$ cat config.mk
export PLATFORM = sky130hd
export DESIGN_NAME = cache_sweep_requester
export DESIGN_NICKNAME = d
export VERILOG_FILES = /design/src/rtl/cache_sweep_requester.sv
export SDC_FILE = /design/constraint.sdc
export NUM_CORES = 1
export LEC_CHECK = 0
export BUFFER_PORTS_ARGS = -buffer_cell sky130_fd_sc_hd__buf_2
export CAP_MARGIN = 20
export CORE_UTILIZATION = 50
export DETAILED_ROUTE_END_ITERATION = 12
export PLACE_DENSITY = 0.78
export SYNTH_ARGS = -nofsm -noshare
export SYNTH_HDL_FRONTEND = slang
export SYNTH_SLANG_ARGS = --single-unit
$ cat constraint.sdc
create_clock -name clk -period 2.96 [get_ports clk]
set_input_delay 0.148 -clock clk [delete_from_list [all_inputs] [get_ports clk]]
set_output_delay 0.148 -clock clk [all_outputs]
set_load 0.1 [all_outputs]
$ cat src/rtl/cache_sweep_requester.sv
// cache_sweep_requester
// Initiator for the direct-mapped cache access interface. It sweeps the
// address range [start_addr, end_addr) modulo 2^ADDR_W and presents one address
// at a time. It waits for hit or miss, captures the returned word, and counts
// hits and misses. When start_addr == end_addr the sweep covers the whole
// address space.
//
// Optional feature: define CACHE_REQ_TIMEOUT_EN to bound each WAIT phase to
// TIMEOUT_CYCLES silent cycles. When the bound is hit, timeout_err is raised
// and the sweep ends. Without the macro timeout_err is constant 0 and WAIT
// holds until a response arrives.

module cache_sweep_requester #(
    parameter int ADDR_W         = 15,
    parameter int DATA_W         = 32,
    parameter int CNT_W          = 16,
    parameter int TIMEOUT_CYCLES = 64
) (
    input  logic              clk,
    input  logic              rst,
    input  logic              start,
    input  logic [ADDR_W-1:0] start_addr,
    input  logic [ADDR_W-1:0] end_addr,
    output logic [ADDR_W-1:0] address,
    input  logic [DATA_W-1:0] data_in,
    input  logic              hit,
    input  logic              miss,
    output logic              busy,
    output logic              done,
    output logic [DATA_W-1:0] last_data,
    output logic [CNT_W-1:0]  hit_count,
    output logic [CNT_W-1:0]  miss_count,
    output logic              timeout_err
);

    typedef enum logic [1:0] {
        S_IDLE  = 2'd0,
        S_ISSUE = 2'd1,
        S_WAIT  = 2'd2,
        S_DONE  = 2'd3
    } state_t;

    state_t            state_q, state_d;
    logic [ADDR_W-1:0] address_q, address_d;
    logic [ADDR_W-1:0] end_q, end_d;
    logic [DATA_W-1:0] last_data_q, last_data_d;
    logic [CNT_W-1:0]  hit_count_q, hit_count_d;
    logic [CNT_W-1:0]  miss_count_q, miss_count_d;
    logic [ADDR_W-1:0] next_addr;
    logic              resp;

`ifdef CACHE_REQ_TIMEOUT_EN
    localparam int WAIT_W = $clog2(TIMEOUT_CYCLES + 1);
    logic [WAIT_W-1:0] wait_cnt_q, wait_cnt_d;
    logic              timeout_err_q, timeout_err_d;
`endif

    // The address increments modulo 2^ADDR_W, so a sweep can wrap past the top of the address space.
    assign next_addr = address_q + ADDR_W'(1);
    assign resp      = hit | miss;

    // Next-state and datapath update for the sweep sequencer.
    always_comb begin
        state_d      = state_q;
        address_d    = address_q;
        end_d        = end_q;
        last_data_d  = last_data_q;
        hit_count_d  = hit_count_q;
        miss_count_d = miss_count_q;
`ifdef CACHE_REQ_TIMEOUT_EN
        wait_cnt_d    = wait_cnt_q;
        timeout_err_d = timeout_err_q;
`endif
        case (state_q)
            S_IDLE, S_DONE: begin
                if (start) begin
                    address_d    = start_addr;
                    end_d        = end_addr;
                    hit_count_d  = '0;
                    miss_count_d = '0;
`ifdef CACHE_REQ_TIMEOUT_EN
                    timeout_err_d = 1'b0;
`endif
                    state_d      = S_ISSUE;
                end
            end
            // Responses are ignored here. A late response to the previous
            // address must never be credited to the new one.
            S_ISSUE: begin
`ifdef CACHE_REQ_TIMEOUT_EN
                wait_cnt_d = '0;
`endif
                state_d = S_WAIT;
            end
            S_WAIT: begin
                if (resp) begin
                    if (miss) begin
                        miss_count_d = miss_count_q + CNT_W'(1);
                    end else begin
                        hit_count_d = hit_count_q + CNT_W'(1);
                    end
                    last_data_d = data_in;
                    if (next_addr == end_q) begin
                        state_d = S_DONE;
                    end else begin
                        address_d = next_addr;
                        state_d   = S_ISSUE;
                    end
                end
`ifdef CACHE_REQ_TIMEOUT_EN
                // A response on the limiting cycle takes the branch above and is counted normally.
                else if (wait_cnt_q == WAIT_W'(TIMEOUT_CYCLES - 1)) begin
                    timeout_err_d = 1'b1;
                    state_d       = S_DONE;
                end else begin
                    wait_cnt_d = wait_cnt_q + WAIT_W'(1);
                end
`endif
            end
            default: state_d = S_IDLE;
        endcase
    end

    // State and datapath registers; reset abandons any sweep in flight.
    always_ff @(posedge clk or posedge rst) begin
        if (rst) begin
            state_q      <= S_IDLE;
            address_q    <= '0;
            end_q        <= '0;
            last_data_q  <= '0;
            hit_count_q  <= '0;
            miss_count_q <= '0;
`ifdef CACHE_REQ_TIMEOUT_EN
            wait_cnt_q    <= '0;
            timeout_err_q <= 1'b0;
`endif
        end else begin
            state_q      <= state_d;
            address_q    <= address_d;
            end_q        <= end_d;
            last_data_q  <= last_data_d;
            hit_count_q  <= hit_count_d;
            miss_count_q <= miss_count_d;
`ifdef CACHE_REQ_TIMEOUT_EN
            wait_cnt_q    <= wait_cnt_d;
            timeout_err_q <= timeout_err_d;
`endif
        end
    end

    assign address    = address_q;
    assign last_data  = last_data_q;
    assign hit_count  = hit_count_q;
    assign miss_count = miss_count_q;
    assign busy       = (state_q == S_ISSUE) || (state_q == S_WAIT);
    assign done       = (state_q == S_DONE);

`ifdef CACHE_REQ_TIMEOUT_EN
    assign timeout_err = timeout_err_q;
`else
    // This build never times out. The expression is always false; the timeout limit only matters in the timeout build.
    assign timeout_err = (TIMEOUT_CYCLES < 0);
`endif

endmodule
Yosys cells after proc, flatten, opt, wreduce, memory -nomap -nowiden

Cells that the tools add are included.

Reduce and logical (&&, ||, !) cells: 10
Add/sub/neg operators: 3
Bitwise gates (word level): 1
Mux-type cells: 15
Equal/unequal tests: 9

Operator list:

| operator                                                               | count |
|---|---|
| 16-bit two-way mux                                                     | 5 |
| 16-bit case mux with 2 select lines                                    | 2 |
| 15-bit two-way mux                                                     | 3 |
| 16-bit by 1-bit adder with 16-bit output (second input constant)       | 2 |
| 15-bit case mux with 2 select lines                                    | 1 |
| 15-bit by 1-bit adder with 15-bit output (second input constant)       | 1 |
| 15-bit equality test                                                   | 1 |
| 4-bit AND reduction                                                    | 3 |
| 2-bit != test (second input constant)                                  | 5 |
| 2-bit two-way mux                                                      | 3 |
| 2-bit case mux with 3 select lines                                     | 1 |
| 2-bit AND reduction                                                    | 3 |
| 2-bit equality test (second input constant)                            | 2 |
| 2-bit by 1-bit equality test with 1-bit output (second input constant) | 1 |
| 2-bit logical NOT                                                      | 1 |
| 2-bit nonzero test                                                     | 1 |
| 2-bit OR reduction                                                     | 1 |
| 1-bit logical OR                                                       | 1 |
| 1-bit bitwise OR                                                       | 1 |

Input bits: 67
Bits in registers: 96
Output and inout bits: 82
Word-level logic and storage cells: 44

Longest topological paths before layout

Depth after elaboration: 5
Depth in mapped cells: 11
Depth with buffers taken out: 9

Worst setup path after synthesis

No wires, ideal clock.

Kind: register to register
From: reg address_q[0] (netlist: address[0])
To: reg address_q[1] (netlist: address[1])
Cell stages (with the launch flop): 11
Arrival time: 3.117 ns
Buffers on the path: 2
Path slack: -0.284 ns
Period minus slack after synthesis: 3.244 ns
Cells stage by stage: dfrtp_1 -> ha_1 -> and4_1 -> buf_4 -> a21oi_2 -> or4b_1 -> a211oi_1 -> and4_1 -> buf_6 -> nor2_4 -> mux2_4

Word-level cells in the longest chain between the ends: 4

RTL lines:

| element                                                                                     | RTL line | text |
|---|---|---|
| start: declaration                                                                          | 44       | `logic [ADDR_W-1:0] address_q, address_d;` |
| start signal: assignment                                                                    | 139      | `address_q <= address_d;` |
| 15-bit by 1-bit adder with 15-bit output (*)                                                | 59       | `assign next_addr = address_q + ADDR_W'(1);` |
| 15-bit equality test / 15-bit two-way mux (equally long branches)                           | 103      | `if (next_addr == end_q) begin` |
| 2-bit != test (no line) / 15-bit two-way mux (equally long branches)                        | -        |  |
| 4-bit AND reduction (no line) / 15-bit case mux with 2 select lines (equally long branches) | -        |  |

Mark *: on every way between the ends. The rest lies on a longest branch, timed or not. The select of a mux whose other input is x is not followed.
A chain may end at the register's enable or synchronous reset.

Final worst setup path

Ends and elaborated chain as after synthesis.

==> implementation parameters <==
Parameter                              Value

Floorplanning
  Die height ... 101.9 um
  Number of placement rows ... 36
  Top-level port count ... between 100 and 150
  Die W ... just over 100 um
  Initial Utilization ... 0.5134
  Core outline area ... 9729 um2
  Area of the die ... between 10000 and 15000 um2

Flow run
  Max capacitance violation total ... 0

Worst setup path
  Maximum fanout along the worst path ... 13
  End of the worst register-to-register path ... address[1]
  Critical path required time ... roughly 3200 ps
  R2r worst-path depth ... 8
  Source of the worst register-to-register timing path ... address[0]
  CP Capture Type ... flop
  Worst setup slack for register-to-register paths ... ~130 ps
  Crit Path Class ... flop to flop
  Worst Setup Start Kind ... flop
  Data arrival time of the critical path ... 3070 ps

Clock network
  CTS tree ... built
  Clk slew on worst S/H paths ... 100 ps
  Number of buffers inserted by post-CTS setup repair ... 0
  Clock insertion delay at the later pin of the skew report ... roughly 360 ps
  Clock Tree Buf Depth ... 2
  Count of clock tree sinks ... 96
  Cell at the root of the clock tree ... sky130_fd_sc_hd__clkbuf_8
  Number of buffers inserted during clock tree synthesis ... 9
  H-Tree Level Count ... 3

Timing
  Maximum achievable frequency ... 0.3534 GHz
  Normalized max-slew margin ... 0.4234
  Max Clock Skew ... 11.47 ps
  Slack of the critical path ... 130.4 ps
  Max-slew violation count ... 0
  Period minus WS final ... 2830 ps
  Slew of the pin with the lowest slew margin ... 864.8 ps
  Setup-failing EPs final ... 0
  Final hold viol count ... 0
  Final worst path period share ... 0.9559

Worst hold path
  Min-delay worst type ... input port to flop
  Worst Hold Path EP ... last_data[19]
  Origin of the worst min-delay path ... data_in[19]
  Hold Path Depth ... 2

Synthesis
  Dominant cells by area after synthesis ... sky130_fd_sc_hd__dfrtp_1 (48%), sky130_fd_sc_hd__mux2_2 (11%), sky130_fd_sc_hd__xnor2_1 (4.2%)
  Yosys reg bits ... 96
  Mapped Cells ... around 470
  Number of nets in the synthesized netlist ... around 540
  Synth area leader ... sky130_fd_sc_hd__dfrtp_1
  Most used DFF post-synth ... sky130_fd_sc_hd__dfrtp_1
  FFs w/ async S/R, synth ... 1.000
  Post-synth EDFFs ... 0
  Average instance area after synthesis ... 10.72 um2
  Share of synthesized area occupied by flip-flops and latches ... 0.4810
  Most numerous cell in the Yosys netlist ... sky130_fd_sc_hd__dfrtp_1
  Cell area after synthesis ... 4995 um2
  Count of distinct cell types in the synthesized netlist ... 57
  Share of the synthesized area in the top cell type ... 0.4810
  Commonest cells post-synth ... sky130_fd_sc_hd__dfrtp_1 (96), sky130_fd_sc_hd__nor2_1 (51), sky130_fd_sc_hd__mux2_2 (48)
  Yosys warnings ... 0

Finish
  Net count, final ... 684
  Inserted Diodes ... 0
  Sequential cell area in the final layout ... about 2400 um2
  Share of layout cells above drive strength 1 ... 0.4026
  Synth-to-layout area growth ... 21.54%
  Total area of multi-input combinational cells ... 2416 um2
  # fillers ... ~860

Route
  Number of search-and-repair iterations in the first detailed-routing pass ... 5
  Final routed wirelength across all metal layers ... between 10 and 15 mm
  1st-iter DRT viols ... 254
  Antenna-violating nets left ... 0
  Overall via count from detail_route ... 4048
  Routed length per placed instance ... between 15 and 20 um
  Detailed-route DRC error count ... 0
  Detail-routed via count per cell ... approximately 5.4

Placed design
  Count of buffers from port buffering ... 147
  Placed wire-length estimate after detailed placement ... 8.466 mm
  Placer's final routability congestion estimate ... 0.8601
  Post-Place Worst Slack ... 94.38 ps

Global routing
  Antenna violations before repair ... 1
  First-pass GRT wire length ... 18.39 mm
  Pin count of the biggest net entering global routing ... 59
  Overall overflow remaining after global route ... 0
  Via count of the first global-routing pass ... 3833
  Global-route total usage across every layer ... 0.2270

Run status
  Result of the run ... complete, no violations
==> registers in the layout, indices dropped and copies added, names as in the netlist <==
name / count
state_q: 2
hit_count: 16
last_data: 32
address: 15
miss_count: 16
end_q: 15
==> cells in the final DEF, fill, tap and decap left out, types with 7 or more instances in the layout <==
| master | instances |
|---|---|
| sky130_fd_sc_hd__nor2b_1 | 7 |
| sky130_fd_sc_hd__nor3_1 | 10 |
| sky130_fd_sc_hd__xnor2_1 | 24 |
| sky130_fd_sc_hd__buf_4 | 11 |
| sky130_fd_sc_hd__nand2_1 | 19 |
| sky130_fd_sc_hd__o21ai_0 | 21 |
| sky130_fd_sc_hd__clkbuf_8 | 9 |
| sky130_fd_sc_hd__mux2_2 | 48 |
| sky130_fd_sc_hd__nand3_1 | 31 |
| sky130_fd_sc_hd__inv_1 | 9 |
| sky130_fd_sc_hd__nor2_1 | 51 |
| sky130_fd_sc_hd__xor2_1 | 19 |
| sky130_fd_sc_hd__buf_2 | 147 |
| sky130_fd_sc_hd__a211oi_1 | 8 |
| sky130_fd_sc_hd__a2bb2oi_2 | 9 |
| sky130_fd_sc_hd__dfrtp_1 | 92 |
| sky130_fd_sc_hd__nand4_1 | 13 |
==> how the worst max path moves through the flow <==
stage	start	to	slack, ps	cells after the start
5_1_grt	address[0]	address[1]	-20	8
3_5_place_dp	address[0]	address[2]	90	9
2_1_floorplan	address[4]	address[1]	20	9
3_3_place_gp	address[0]	address[1]	230	8
4_1_cts	address[0]	address[2]	60	9
6_report	address[0]	address[1]	130	8
==> routing by layer <==
layer  track usage  up-vias  share of wire
met4       0.08571        2          0.016
li1              -     1936              -
met1        0.3043     1919           0.44
met5             0        -        0.00096
met2        0.3628      171           0.47
met3       0.04925       20          0.074
==> cell families (layout without fill, tap and decap cells) <==
logic type / after synthesis / after routing / synth area share
AO/OA/AOI/OAI: 69 / 69 / 0.1070
XOR/XNOR: 43 / 43 / 0.07540
adder cells (fa/ha/maj): 6 / 6 / 0.01503
buffers and inverters: 37 / 187 / 0.03707
flip-flops: 96 / 96 / 0.4810
multiplexers: 52 / 52 / 0.1172
other: 1 / 1 / 0.0007508
AND/OR/NAND/NOR: 162 / 162 / 0.1666
==> repair_timing <==
item,CTS,global route
endpoints found under the setup margin,0,15
endpoints found under the hold margin,55,1
hold buffers,1,1
resized for setup,0,3
==> worst max-delay path, cell delays in order (launching register included) <==
cell and delay [ps]:
sky130_fd_sc_hd__dfrtp_2 460, sky130_fd_sc_hd__ha_2 270, sky130_fd_sc_hd__nand4_1 300, sky130_fd_sc_hd__nor3_1 480, sky130_fd_sc_hd__xnor2_1 170, sky130_fd_sc_hd__nor3_1 70, sky130_fd_sc_hd__and4_2 240, sky130_fd_sc_hd__nor2_4 380
sky130_fd_sc_hd__mux2_4 340
==> area by class of cell <==
class / count / share of cell area
Clock inverter: 5 / 0.01051
Multi-Input combinational cell: 333 / 0.3980
Inverter: 11 / 0.007832
Sequential cell: 96 / 0.3965
Clock buffer: 11 / 0.02164
Tap cell: 133 / 0.02741
Timing Repair Buffer: 160 / 0.1381
==> per-stage QoR <==
stage	util	area (um2)	cells	hold WS (ps)	TNS [ps]
floorplan	-	5004	466	298.6	0
global placement	0.6013	5851	731	317.1	0
detailed placement	0.6013	5851	731	328.1	0
CTS	0.6224	6056	748	2.542	0
global route	0.6240	6071	749	1.559	-17.14
finish	0.6240	6071	749	16.67	0
Power is not shown: default switching activity piles up to over one toggle a cycle in this logic, so the estimate is an artifact.
